===== src/rtl/monitor_pkg.sv =====
// Shared types and default constants for the store result monitor and its bench.
package monitor_pkg;

    typedef enum logic [2:0] {
        IDLE    = 3'd0,
        RUN     = 3'd1,
        PASS    = 3'd2,
        FAIL    = 3'd3,
        TIMEOUT = 3'd4
    } mon_state_t;

    localparam logic [31:0] DEF_RESULT_ADDR = 32'd108;
    localparam logic [31:0] DEF_EXPECTED    = 32'h0000FE0B;
    localparam int          DEF_TIMEOUT_CYC = 1000;

    // Terminal states freeze counters and ignore the bus.
    function automatic logic is_verdict(input mon_state_t s);
        return (s == PASS) || (s == FAIL) || (s == TIMEOUT);
    endfunction

endpackage


===== src/rtl/store_log.sv =====
// Circular log of the most recent stores; index 0 reads the newest entry.
module store_log #(
    parameter int LOG_AW = 3
) (
    input  logic              clk,
    input  logic              reset,
    input  logic              i_clear,
    input  logic              i_push,
    input  logic [31:0]       i_addr,
    input  logic [31:0]       i_data,
    input  logic [LOG_AW-1:0] i_rd_idx,
    output logic [31:0]       o_rd_addr,
    output logic [31:0]       o_rd_data,
    output logic [LOG_AW:0]   o_count
);

    localparam int              DEPTH = 1 << LOG_AW;
    localparam logic [LOG_AW:0] FULL  = {1'b1, {LOG_AW{1'b0}}};

    logic [LOG_AW-1:0] r_wr_ptr;
    logic [LOG_AW:0]   r_count;
    logic [31:0]       r_addr_mem [DEPTH];
    logic [31:0]       r_data_mem [DEPTH];
    logic [LOG_AW-1:0] w_rd_ptr;
    logic              w_rd_valid;

    // Write pointer and fill level; clear empties the log, full pushes overwrite the oldest.
    always_ff @(posedge clk or negedge reset) begin
        if (!reset) begin
            r_wr_ptr <= '0;
            r_count  <= '0;
        end else if (i_clear) begin
            r_wr_ptr <= '0;
            r_count  <= '0;
        end else if (i_push) begin
            r_wr_ptr <= r_wr_ptr + {{(LOG_AW-1){1'b0}}, 1'b1};
            if (r_count != FULL) begin
                r_count <= r_count + {{LOG_AW{1'b0}}, 1'b1};
            end
        end
    end

    // Entry storage needs no reset: reads beyond the fill level are forced to zero.
    always_ff @(posedge clk) begin
        if (i_push && !i_clear) begin
            r_addr_mem[r_wr_ptr] <= i_addr;
            r_data_mem[r_wr_ptr] <= i_data;
        end
    end

    // Newest entry sits at wr_ptr-1, so idx maps to wr_ptr-1-idx == wr_ptr + ~idx.
    always_comb begin
        w_rd_ptr   = r_wr_ptr + ~i_rd_idx;
        w_rd_valid = ({1'b0, i_rd_idx} < r_count);
        o_rd_addr  = w_rd_valid ? r_addr_mem[w_rd_ptr] : 32'd0;
        o_rd_data  = w_rd_valid ? r_data_mem[w_rd_ptr] : 32'd0;
    end

    assign o_count = r_count;

endmodule


===== src/rtl/store_result_monitor.sv =====
// Bus checker: counts RUN cycles and stores, logs stores, and latches a
// PASS/FAIL/TIMEOUT verdict from the first store to RESULT_ADDR.
module store_result_monitor
    import monitor_pkg::*;
#(
    parameter logic [31:0] RESULT_ADDR = DEF_RESULT_ADDR,
    parameter logic [31:0] EXPECTED    = DEF_EXPECTED,
    parameter int          TIMEOUT_CYC = DEF_TIMEOUT_CYC,
    parameter int          CW          = 32,
    parameter int          LOG_AW      = 3
) (
    input  logic              clk,
    input  logic              reset,
    input  logic              start,
    input  logic              memwrite,
    input  logic [31:0]       dataadr,
    input  logic [31:0]       writedata,
    output logic              done,
    output logic              pass,
    output logic              fail,
    output logic              timeout,
    output logic [CW-1:0]     cycles,
    output logic [15:0]       store_count,
    output logic [31:0]       bad_data,
    input  logic [LOG_AW-1:0] log_rd_idx,
    output logic [31:0]       log_rd_addr,
    output logic [31:0]       log_rd_data,
    output logic [LOG_AW:0]   log_count
);

    localparam logic [CW-1:0] CYC_LAST = CW'(TIMEOUT_CYC - 1);
    localparam logic [CW-1:0] CYC_ONE  = CW'(1);

    mon_state_t    r_state;
    mon_state_t    w_state_nxt;
    logic [CW-1:0] r_cycles;
    logic [15:0]   r_store_count;
    logic [31:0]   r_bad_data;
    logic          w_run;
    logic          w_store;
    logic          w_hit;
    logic          w_match;

    // start outranks any same-edge store, so a restart never logs or counts it.
    assign w_run   = (r_state == RUN);
    assign w_store = w_run && !start && memwrite;
    assign w_hit   = w_store && (dataadr == RESULT_ADDR);
    assign w_match = (writedata == EXPECTED);

    // State register.
    always_ff @(posedge clk or negedge reset) begin
        if (!reset) begin
            r_state <= IDLE;
        end else begin
            r_state <= w_state_nxt;
        end
    end

    // Next state: a result store on the timeout edge beats the timeout.
    always_comb begin
        w_state_nxt = r_state;
        if (start) begin
            w_state_nxt = RUN;
        end else if (w_run) begin
            if (w_hit) begin
                w_state_nxt = w_match ? PASS : FAIL;
            end else if (r_cycles == CYC_LAST) begin
                w_state_nxt = TIMEOUT;
            end
        end
    end

    // RUN cycle counter, saturating, frozen once a verdict is reached.
    always_ff @(posedge clk or negedge reset) begin
        if (!reset) begin
            r_cycles <= '0;
        end else if (start) begin
            r_cycles <= '0;
        end else if (w_run && (r_cycles != {CW{1'b1}})) begin
            r_cycles <= r_cycles + CYC_ONE;
        end
    end

    // Saturating count of stores observed during RUN.
    always_ff @(posedge clk or negedge reset) begin
        if (!reset) begin
            r_store_count <= '0;
        end else if (start) begin
            r_store_count <= '0;
        end else if (w_store && (r_store_count != 16'hFFFF)) begin
            r_store_count <= r_store_count + 16'd1;
        end
    end

    // Capture the data of a mismatching result store.
    always_ff @(posedge clk or negedge reset) begin
        if (!reset) begin
            r_bad_data <= '0;
        end else if (start) begin
            r_bad_data <= '0;
        end else if (w_hit && !w_match) begin
            r_bad_data <= writedata;
        end
    end

    store_log #(
        .LOG_AW (LOG_AW)
    ) u_store_log (
        .clk       (clk),
        .reset     (reset),
        .i_clear   (start),
        .i_push    (w_store),
        .i_addr    (dataadr),
        .i_data    (writedata),
        .i_rd_idx  (log_rd_idx),
        .o_rd_addr (log_rd_addr),
        .o_rd_data (log_rd_data),
        .o_count   (log_count)
    );

    // Status outputs decode only registered state.
    assign done        = is_verdict(r_state);
    assign pass        = (r_state == PASS);
    assign fail        = (r_state == FAIL);
    assign timeout     = (r_state == TIMEOUT);
    assign cycles      = r_cycles;
    assign store_count = r_store_count;
    assign bad_data    = r_bad_data;

endmodule


===== config.mk =====
export PLATFORM = sky130hd
export DESIGN_NAME = store_result_monitor
export DESIGN_NICKNAME = d
export VERILOG_FILES = /design/src/rtl/monitor_pkg.sv /design/src/rtl/store_log.sv /design/src/rtl/store_result_monitor.sv
export SDC_FILE = /design/constraint.sdc
export NUM_CORES = 1
export LEC_CHECK = 0
export ABC_CLOCK_PERIOD_IN_PS = 16400
export CAP_MARGIN = 20
export CORE_ASPECT_RATIO = 0.7
export CORE_MARGIN = 2
export CORE_UTILIZATION = 62
export DETAILED_ROUTE_END_ITERATION = 16
export PLACE_DENSITY_LB_ADDON = 0.15
export REMOVE_ABC_BUFFERS = 1
export SLEW_MARGIN = 10
export SYNTH_ARGS = -nofsm -noshare
export SYNTH_HDL_FRONTEND = slang
export SYNTH_HIERARCHICAL = 1
export SYNTH_SLANG_ARGS = --single-unit

===== constraint.sdc =====
create_clock -name clk -period 16.4 [get_ports clk]
set_input_delay 3.28 -clock clk [delete_from_list [all_inputs] [get_ports clk]]
set_output_delay 3.28 -clock clk [all_outputs]
set_load 0.03 [all_outputs]

; Yosys cells after proc, flatten, opt, wreduce, memory -nomap -nowiden
; Memories as Yosys holds them, arrays and structs flattened.
; Index checks and enable logic that the tools add are counted.
[word_totals]
inputBits = 71
out_inout_bits = 152
n_memories = 2
ff_bits = 90
word_cells = 65
ram_bits = 512
[classes]
n_reduce_logical = 20
order_cmp = 1
bitwise = 1
addsub = 5
n_eq_ne = 10
n_mux = 20
[memory_table]
columns = name, words, width, read_ports, rd_ports_with_merged_regs, wr, line_no
row1 = u_store_log.r_addr_mem, 8, 32, 1, 0, 1, store_log.sv:22  ; logic [31:0] r_addr_mem [DEPTH];
row2 = u_store_log.r_data_mem, 8, 32, 1, 0, 1, store_log.sv:23  ; logic [31:0] r_data_mem [DEPTH];
[ops]
columns = cell, count
row1 = $mux W32, 6
row2 = $add A32 B1 Y32 const B, 1
row3 = $eq A32 B10 Y1 const B, 1
row4 = $eq A32 B16 Y1 const B, 1
row5 = $eq A32 B7 Y1 const B, 1
row6 = $mux W16, 2
row7 = $ne A32 B32 Y1 const B, 1
row8 = $mux W3, 6
row9 = $add A16 B1 Y16 const B, 1
row10 = $ne A16 B16 Y1 const B, 1
row11 = $mux W4, 3
row12 = $reduce_bool A2 Y1, 6
row13 = $logic_and A1 B1 Y1, 7
row14 = $eq A3 B2 Y1 const B, 2
row15 = $add A4 B1 Y4 const B, 1
row16 = $lt A3 B4 Y1, 1
row17 = $ne A4 B4 Y1 const B, 1
row18 = $reduce_and A2 Y1, 2
row19 = $add A3 B1 Y3 const B, 1
row20 = $add A3 B3 Y3, 1
row21 = $eq A3 B1 Y1 const B, 1
row22 = $eq A3 B3 Y1 const B, 1
row23 = $mux W1, 3
row24 = $not A3 Y3, 1
row25 = other kinds (3), 5

; Longest topological paths before layout
; Gate-level depths: netlist of the first run.
[depth]
word_depth = 7
mapped_depth = 9
mapped_depth_nobuf = 7

; Hierarchy
; Netlist of the first run, hierarchy kept.
[modules_own_cells]
columns = mod, instances, cells_each, seq_area_each_um2, area_each_um2
row1 = store_log, 1, 877, 15549.9, 20036.7
row2 = store_result_monitor, 1, 422, 2077.0, 4264.1

; Worst setup path after synthesis of the first run
; No wires, ideal clock.
[synth_timing]
path_kind = input to register
start = input port start
end = memory u_store_log.r_addr_mem[0][0], enable pin
t_required_ns = 15.749
setup_ns = 0.651
n_path_buf = 2
cell_stages = 7
arrival_time_ns = 10.318
path_slack_ns = 5.431
cell_sequence = buf_2 > nor2b_1 > nand2_1 > inv_1 > clkbuf_1 > nand2b_1 > nor4_1
[synth_between]
elab_chain_len = 6
[synth_rtl]
columns = item, line_no
row1 = from (decl), store_result_monitor.sv:14  ; input logic start,
row2 = $logic_not A1 Y1, store_result_monitor.sv:46  ; assign w_store = w_run && !start && memwrite;
row3 = $logic_and A1 B1 Y1 (2 in a row), store_result_monitor.sv:46
row4 = named net w_store, store_result_monitor.sv:40  ; logic w_store;
row5 = $logic_and A1 B1 Y1, store_log.sv:45  ; if (i_push && !i_clear) begin
row6 = $mux W1, store_log.sv:45
row7 = $mux W1 (implied by the code), store_log.sv:46  ; r_addr_mem[r_wr_ptr] <= i_addr;
row8 = to (decl), store_log.sv:22
; The timed path passes the listed nets, and every way through them passes these cells.

; Worst setup path after layout of the first run
[layout_timing]
start = input port log_rd_idx[0]
end = output port log_rd_addr[29]
[layout_between]
elab_chain_len = 4
word_cells_on_any_way = 5
cone_classes = add/sub: 1 / order compare: 1 / mux: 1 / bitwise: 1 / memory: 1
[layout_rtl]
columns = item, line_no
row1 = from (decl), store_result_monitor.sv:25  ; input logic [LOG_AW-1:0] log_rd_idx,
row2 = $not A3 Y3, store_log.sv:53  ; w_rd_ptr = r_wr_ptr + ~i_rd_idx;
row3 = $add A3 B3 Y3, store_log.sv:53
row4 = $mem_v2 Z8 W32, -
row5 = $mux W32 *, store_log.sv:55  ; o_rd_addr = w_rd_valid ? r_addr_mem[w_rd_ptr] : 32'd0;
row6 = to (decl), store_result_monitor.sv:26  ; output logic [31:0] log_rd_addr,
; Every way passes the cells marked *; elsewhere a longest branch is shown, timed or not.

==> metrics, run 1 <==
status=complete, no violations; largest net degree at the start of global routing=74; Placement Setup Slack=5260 ps; P_int=0.00257 W; WP data arrival=7890 ps; IR drop worst, VDD=0.0867 mV; layout cells sized above 1=16.5%; crit-path max cell delay=1340 ps; WP buf/inv=4; clock network power share=40.3%; DP Cell Count=1999; initial core utilization=63.1%; Synth Instances=1299; fin. max-slew vios=0; H-Tree Depth=2; initial antenna violation count=2; critical-path maximum fanout=73; CTS resizes=0; Clock Path Buffers=3; Hold Crit Class=flip-flop to flip-flop; vias per cell=6.46; async set-reset flop share out of synthesis=15.0%; Seq/Total Area, Yosys=72.5%; sequential fraction of design power=51.0%; Post-Syn Area per Cell=18.7 um2; drt total wl=56.6 mm; final worst slack=5230 ps; setup TNS=0 ps; total grt overflow=0; Post-synth EDFFs=512; crit path time final=11170 ps; Area Growth Syn to Fin=19.3%; Primary FF master, synth=edfxtp_1; Critical Path Source=log_rd_idx[0]; critical path's slowest cell=fa_4; cell row count=60; drt wl/cell=26.9 um; GP Congestion=0.868; Root Buffer Master=clkbuf_16; RSZ-0062 raised after global routing=false; clock skew=21.7 ps; total CTS buffers=55; CTS tree=built; total power=0.00329 W; critical path cell sequence=clkdlybuf4s50_1 > inv_1 > ha_4 > fa_4 > buf_4 > mux4_2 > mux2i_1 > a21oi_1 > clkdlybuf4s50_1; Distinct cells, synth=60; Die W=241 um; port buffer count=222; Filler Cell Count=2211; DP HPWL=30.7 mm; reg2reg start=r_state[2]$_DFFE_PN0P_; final std cells w/o fill=2108; Tcrit/Tclk final=68.1%; GRT Util Overall=28.2%; crit end category=primary output; Core Util, Final=75.3%; Routed Antenna Nets=0; Die H=170 um; final hold violations=0; Power Density=113 mW/mm2; Psw=0.000713 W; final setup vio count=0; Comb power frac=8.7%; CP Launch Type=input pin; maxcap violations=0; FF+latch count, synth=602; synthesized area=0.0243 mm2; Leak=9.72 nW; Die ar.=0.0408 mm2; Core Box Area=0.0385 mm2; clock latency at the later pin of the worst-skew pair=590 ps; Rel. slew slack=22.1%; Req. time, crit path=13120 ps; Worst Tran Pin Value=1170 ps; register clock-pin slew on the reported worst setup and hold paths=60 ps; delay-heaviest family, CP=buffers and inverters; Layout Nets=1613; clock sink total=602; cts hold-fix bufs=0; first-pass GRT wire length=85.1 mm; IO Count=223; min-delay src=bad_data[4]$_DFFE_PN0P_; Iter 0 DRT Violations=1459; sw frac=21.7%; CP dominant cell by count=clkdlybuf4s50_1; yosys warns=6; fmax=89.5 MHz; crit path kind=input pin to primary output; Post-CTS Setup Inserts=0; Pre-antenna DRT Iters=5; vias in the first global route=13900; # DRC=0; vias post-DR=13600
==> routing by layer <==
metal / wire, um / part of all wire, % / track usage (%) / vias to the layer above
li1: - / - / - / 5798
met3: 4130 / 7.3 / 4.20 / 103
met2: 28000 / 49 / 45.7 / 647
met1: 23200 / 41 / 41.1 / 7079
met4: 1330 / 2.3 / 7.64 / 0
met5: 0 / 0 / 0 / -
==> path summary, 6_finish.rpt <==
kind	end	slack, ps	cells past startpoint
setup reg to reg	u_store_log/r_data_mem[1][10]$_DFFE_PP_	12190	6
hold reg to reg	bad_data[4]$_DFFE_PN0P_	500	1
hold / removal	bad_data[4]$_DFFE_PN0P_	500	1
min in group asynchronous	bad_data[0]$_DFFE_PN0P_	2620	1
max in group asynchronous	store_count[8]$_DFFE_PN0P_	12580	2
setup / recovery	log_rd_addr[29]	5230	9
==> synthesized netlist by cell type, types with 2 or more instances <==
master / number / area, um2
nor2_1: 47 / 176
nand2b_1: 4 / 25.0
xor2_1: 11 / 96.3
nor3_1: 8 / 40.0
buf_2: 21 / 105
o21ai_1: 2 / 10.0
nor4_1: 31 / 194
nor4bb_1: 4 / 40.0
mux2_1: 2 / 22.5
buf_8: 6 / 90.1
inv_1: 16 / 60.1
and2_1: 3 / 18.8
o31ai_1: 6 / 45.0
a211oi_1: 4 / 30.0
edfxtp_1: 512 / 15400
nand4_1: 22 / 138
or4_1: 6 / 45.0
dfrtp_1: 90 / 2250
a21o_1: 3 / 22.5
a22o_1: 32 / 280
clkbuf_1: 38 / 143
nor2b_1: 3 / 18.8
nor4b_1: 7 / 61.3
or3_1: 13 / 81.3
and3_1: 8 / 50.1
mux4_2: 128 / 2880
nand3_1: 24 / 120
o2111ai_1: 4 / 35.0
xnor2_1: 18 / 158
a21oi_1: 81 / 405
o311ai_0: 2 / 17.5
o211ai_1: 2 / 15.0
buf_4: 2 / 15.0
ha_1: 8 / 100
a2111oi_1: 2 / 20.0
nand2_1: 25 / 93.8
mux2i_1: 69 / 691
and4_1: 4 / 35.0
o21ai_0: 10 / 50.1
==> through the flow <==
step,hold WS [ps],cell area (um2)
after floorplan,531,23900
after global placement,484,27000
after detailed placement,487,27000
after CTS,504,28900
after global routing,524,29000
final,505,29000
==> power groups by stage <==
stage                     clock [W]  sequential [W]  combinational [W]
after floorplan                   0         0.00171           0.000189
after detailed placement          0         0.00171           0.000284
final                       0.00132         0.00167           0.000286
after global routing        0.00140         0.00167           0.000305
after CTS                   0.00134         0.00167           0.000287
after global placement            0         0.00171           0.000279
==> state kept, by name, indices dropped and copies added (netlist names) <==
register                count
r_state                     3
u_store_log/r_wr_ptr        3
u_store_log/o_count         4
store_count                16
bad_data                   32
u_store_log/r_data_mem    256
u_store_log/r_addr_mem    256
cycles                     32
==> cell families (layout without fill, tap and decap cells) <==
kind of cell | count (synthesis) | in the layout | synth area share (%)
xor+xnor | 30 | 30 | 1.16
buf+inv | 85 | 366 | 1.76
compound gates | 154 | 154 | 4.11
flops | 602 | 602 | 72.5
simple gates | 220 | 220 | 5.14
mux | 199 | 199 | 14.8
fa+ha+maj | 9 | 9 | 0.494
other cells | 0 | 1 | 0
==> placed cells by master, fill, tap and decap left out, types with 5 or more instances in the layout <==
cell type,n
bufinv_16,9
clkinv_1,11
or3_1,13
and3_1,8
nand3_1,24
dfrtp_1,90
clkdlybuf4s50_1,220
a22o_1,32
buf_4,21
clkbuf_1,10
nor2_1,45
nand4_1,22
xor2_1,11
nand2_1,25
inv_1,15
mux4_2,128
o31ai_1,6
a21oi_1,81
ha_1,7
nor4_1,28
nor3_2,5
xnor2_1,18
clkinv_2,12
edfxtp_1,512
clkbuf_16,55
o21ai_0,10
or4_1,6
mux2i_1,69
nor4b_1,7
==> cell type report <==
| type | count | area, um2 | area share, % |
|---|---|---|---|
| multi-input combinational | 612 | 6340 | 21.9 |
| inverter | 16 | 60.1 | 0.207 |
| tap | 527 | 659 | 2.27 |
| timing repair buffer | 246 | 2430 | 8.38 |
| clock inverter | 35 | 398 | 1.37 |
| sequential | 602 | 17600 | 60.8 |
| antenna | 1 | 2.50 | 0.00863 |
| clock buffer | 69 | 1470 | 5.07 |
(Power assumes the default switching activity.)
==> inputs of run 2 (changes only) <==
ABC_CLOCK_PERIOD_IN_PS = 11600   (was 16400)
CORE_UTILIZATION = 57   (was 62)
clock period = 11.6 ns   (was 16.4 ns; I/O delays follow)
==> run 2 against run 1 <==
Compared with the run above:
- wire length decreased by 3.7%
- critical path depth stayed put
- sequential power rose by 42%
- worst setup slack got worse by 2500 ps
- non-clock buffer count did not move
- count of clock-buffer cells in the layout rose by 3
- combinational power is 41% higher
- clock skew shrank 2.3 ps
- cell count increased by 1.1%
- largest cell class unchanged
- largest power group unchanged
==> metrics, run 2 (synthesis gave the netlist of run 1 again) <==
reg2reg start=r_state[2]$_DFFE_PN0P_; total CTS buffers=55 (unchanged); Hold Crit Class=flip-flop to flip-flop; GRT Util Overall=24.8% (-3.4 points); sequential fraction of design power=51.6% (+0.6 points); total power=0.00459 W (+40%); total grt overflow=0 (unchanged); crit-path max cell delay=1390 ps (+50 ps); CP Launch Type=input pin; vias post-DR=13500 (-1.1%); Core Util, Final=68.6% (-6.6 points); drt wl/cell=25.6 um (-4.7%); Worst R2R Path Depth=7 (+1); Power Density=159 mW/mm2 (+40%); Routed Antenna Nets=0 (unchanged); clock network power share=39.6% (-0.7 points); Psw=0.00100 W (+41%); largest net degree at the start of global routing=66 (-11%); crit end category=primary output; end of the worst register-to-register path=u_store_log/r_addr_mem[3][15]$_DFFE_PP_; status=complete, no violations; Post-CTS Setup Inserts=0 (unchanged); initial core utilization=57.6% (-5.5 points); Tcrit/Tclk final=76.6%; Die W=251 um (+4.2%); crit path time final=8890 ps; Critical Path Source=log_rd_idx[0]; Setup crit end=log_rd_addr[21]; CP dominant cell by count=clkdlybuf4s50_1; final hold violations=0 (unchanged); Worst Tran Pin Value=1150 ps (-15.2 ps); fmax=113 MHz; Root Buffer Master=clkbuf_16; WP data arrival=6570 ps (-1320 ps); Largest regs=u_store_log/r_addr_mem: 256 flops, u_store_log/r_data_mem: 256 flops; Pre-antenna DRT Iters=6 (+1); Req. time, crit path=9280 ps (-3840 ps); RSZ-0062 raised after global routing=false; initial antenna violation count=3 (+1); layout cells sized above 1=16.2% (-0.23 points); H-Tree Depth=2 (unchanged); final setup vio count=0 (unchanged); clock sink total=602 (unchanged); reg2reg setup slack=7930 ps (-4260 ps); crit path kind=input pin to primary output; commonest non-fill, non-tap cell in the layout=edfxtp_1; critical path cell sequence=clkdlybuf4s50_1 > inv_1 > ha_4 > fa_4 > buf_4 > mux4_2 > mux2i_1 > a21oi_1 > clkdlybuf4s50_1; Die ar.=0.0443 mm2 (+8.6%); final hold slack=503 ps (-1.77 ps); highest-count cells in the layout ignoring fill and taps=edfxtp_1, clkdlybuf4s50_1, mux4_2; Layout Nets=1613 (unchanged); first-pass GRT wire length=82.4 mm (-3.1%); register clock-pin slew on the reported worst setup and hold paths=60 ps (about the same); sw frac=21.9% (+0.14 points); P_int=0.00359 W (+39%); Die H=177 um (+4.2%); Area Growth Syn to Fin=19.1%; vias per cell=6.32 (-2.2%); clock latency at the later pin of the worst-skew pair=590 ps (about the same); final worst slack=2710 ps (-2510 ps); Rel. slew slack=23.1% (+1.0 points); Placement Setup Slack=2750 ps (-2500 ps); fin. max-slew vios=0 (unchanged); cts hold-fix bufs=0 (unchanged); clock skew=19.4 ps (-2.35 ps); Leak=9.67 nW (-0.48%); setup TNS=0 ps (unchanged); drt total wl=54.5 mm (-3.7%); Iter 0 DRT Violations=1252 (-14%); critical path's slowest cell=fa_4; Clock Path Buffers=3 (unchanged); DP HPWL=29.7 mm (-3.2%); IR drop worst, VDD=0.124 mV (+43%); # DRC=0 (unchanged); cell row count=63 (+5.0%); CTS tree=built; critical-path maximum fanout=61 (-16%); CTS resizes=0 (unchanged); Core Box Area=0.0422 mm2 (+9.5%); GP Congestion=0.850 (-2.2%); IO Count=223 (unchanged); Comb power frac=8.8% (about the same); port buffer count=222 (unchanged); vias in the first global route=13400 (-3.5%); maxcap violations=0 (unchanged)
[run 2: cell types whose count changed in the layout (fill, tap and decap cells not counted), sizes merged]
cell / before / now
buf: 25 / 26
bufinv: 9 / 6
clkbuf: 70 / 72
clkinv: 23 / 20
clkinvlp: 0 / 2
inv: 19 / 18
[run 2: power groups by stage]
stage | Sequential [W] | Clock (W) | Combinational, W
global placement | 0.00241 | 0 | 0.000400
CTS | 0.00237 | 0.00185 | 0.000406
finish | 0.00237 | 0.00182 | 0.000403
detailed placement | 0.00241 | 0 | 0.000404
floorplan | 0.00242 | 0 | 0.000267
global route | 0.00237 | 0.00193 | 0.000432
[run 2: critical path: cells and delay by family]
family	cells	cell delay (ps)
buffers and inverters	4	1910
adders and majority gates	2	1550
muxes	2	380
AOI/OAI and AO/OA	1	280
[run 2: final cells by class]
class                      instances  area [um2]
sequential                       602       17600
multi-input combinational        612        6330
clock inverter                    30         315
antenna                            1        2.50
fill                            2735       13200
timing repair buffer             246        2410
clock buffer                      72        1500
inverter                          16        60.1
tap                              552         691
[run 2: worst min-delay path by stage]
stage / from / endpoint / slack, ps / cells after the start
final: bad_data[16]$_DFFE_PN0P_ / bad_data[16]$_DFFE_PN0P_ / 500 / 1
after global routing: bad_data[16]$_DFFE_PN0P_ / bad_data[16]$_DFFE_PN0P_ / 510 / 1
after CTS: bad_data[16]$_DFFE_PN0P_ / bad_data[16]$_DFFE_PN0P_ / 510 / 1
after detailed placement: bad_data[17]$_DFFE_PN0P_ / bad_data[17]$_DFFE_PN0P_ / 490 / 1
after global placement: bad_data[16]$_DFFE_PN0P_ / bad_data[16]$_DFFE_PN0P_ / 490 / 1
after floorplan: r_state[2]$_DFFE_PN0P_ / r_state[2]$_DFFE_PN0P_ / 530 / 1
[run 2: through the flow]
step	std cells	area, um2
finish	2131	28900
global route	2131	28900
CTS	2129	28900
detailed placement	2027	27100
global placement	2026	27100
floorplan	1230	23900
[run 2: routing by layer]
layer / share of wire [%] / track usage, %
met5: 0.015 / 0
met4: 1.6 / 5.81
met2: 48 / 39.7
met1: 44 / 36.9
met3: 6.6 / 3.54
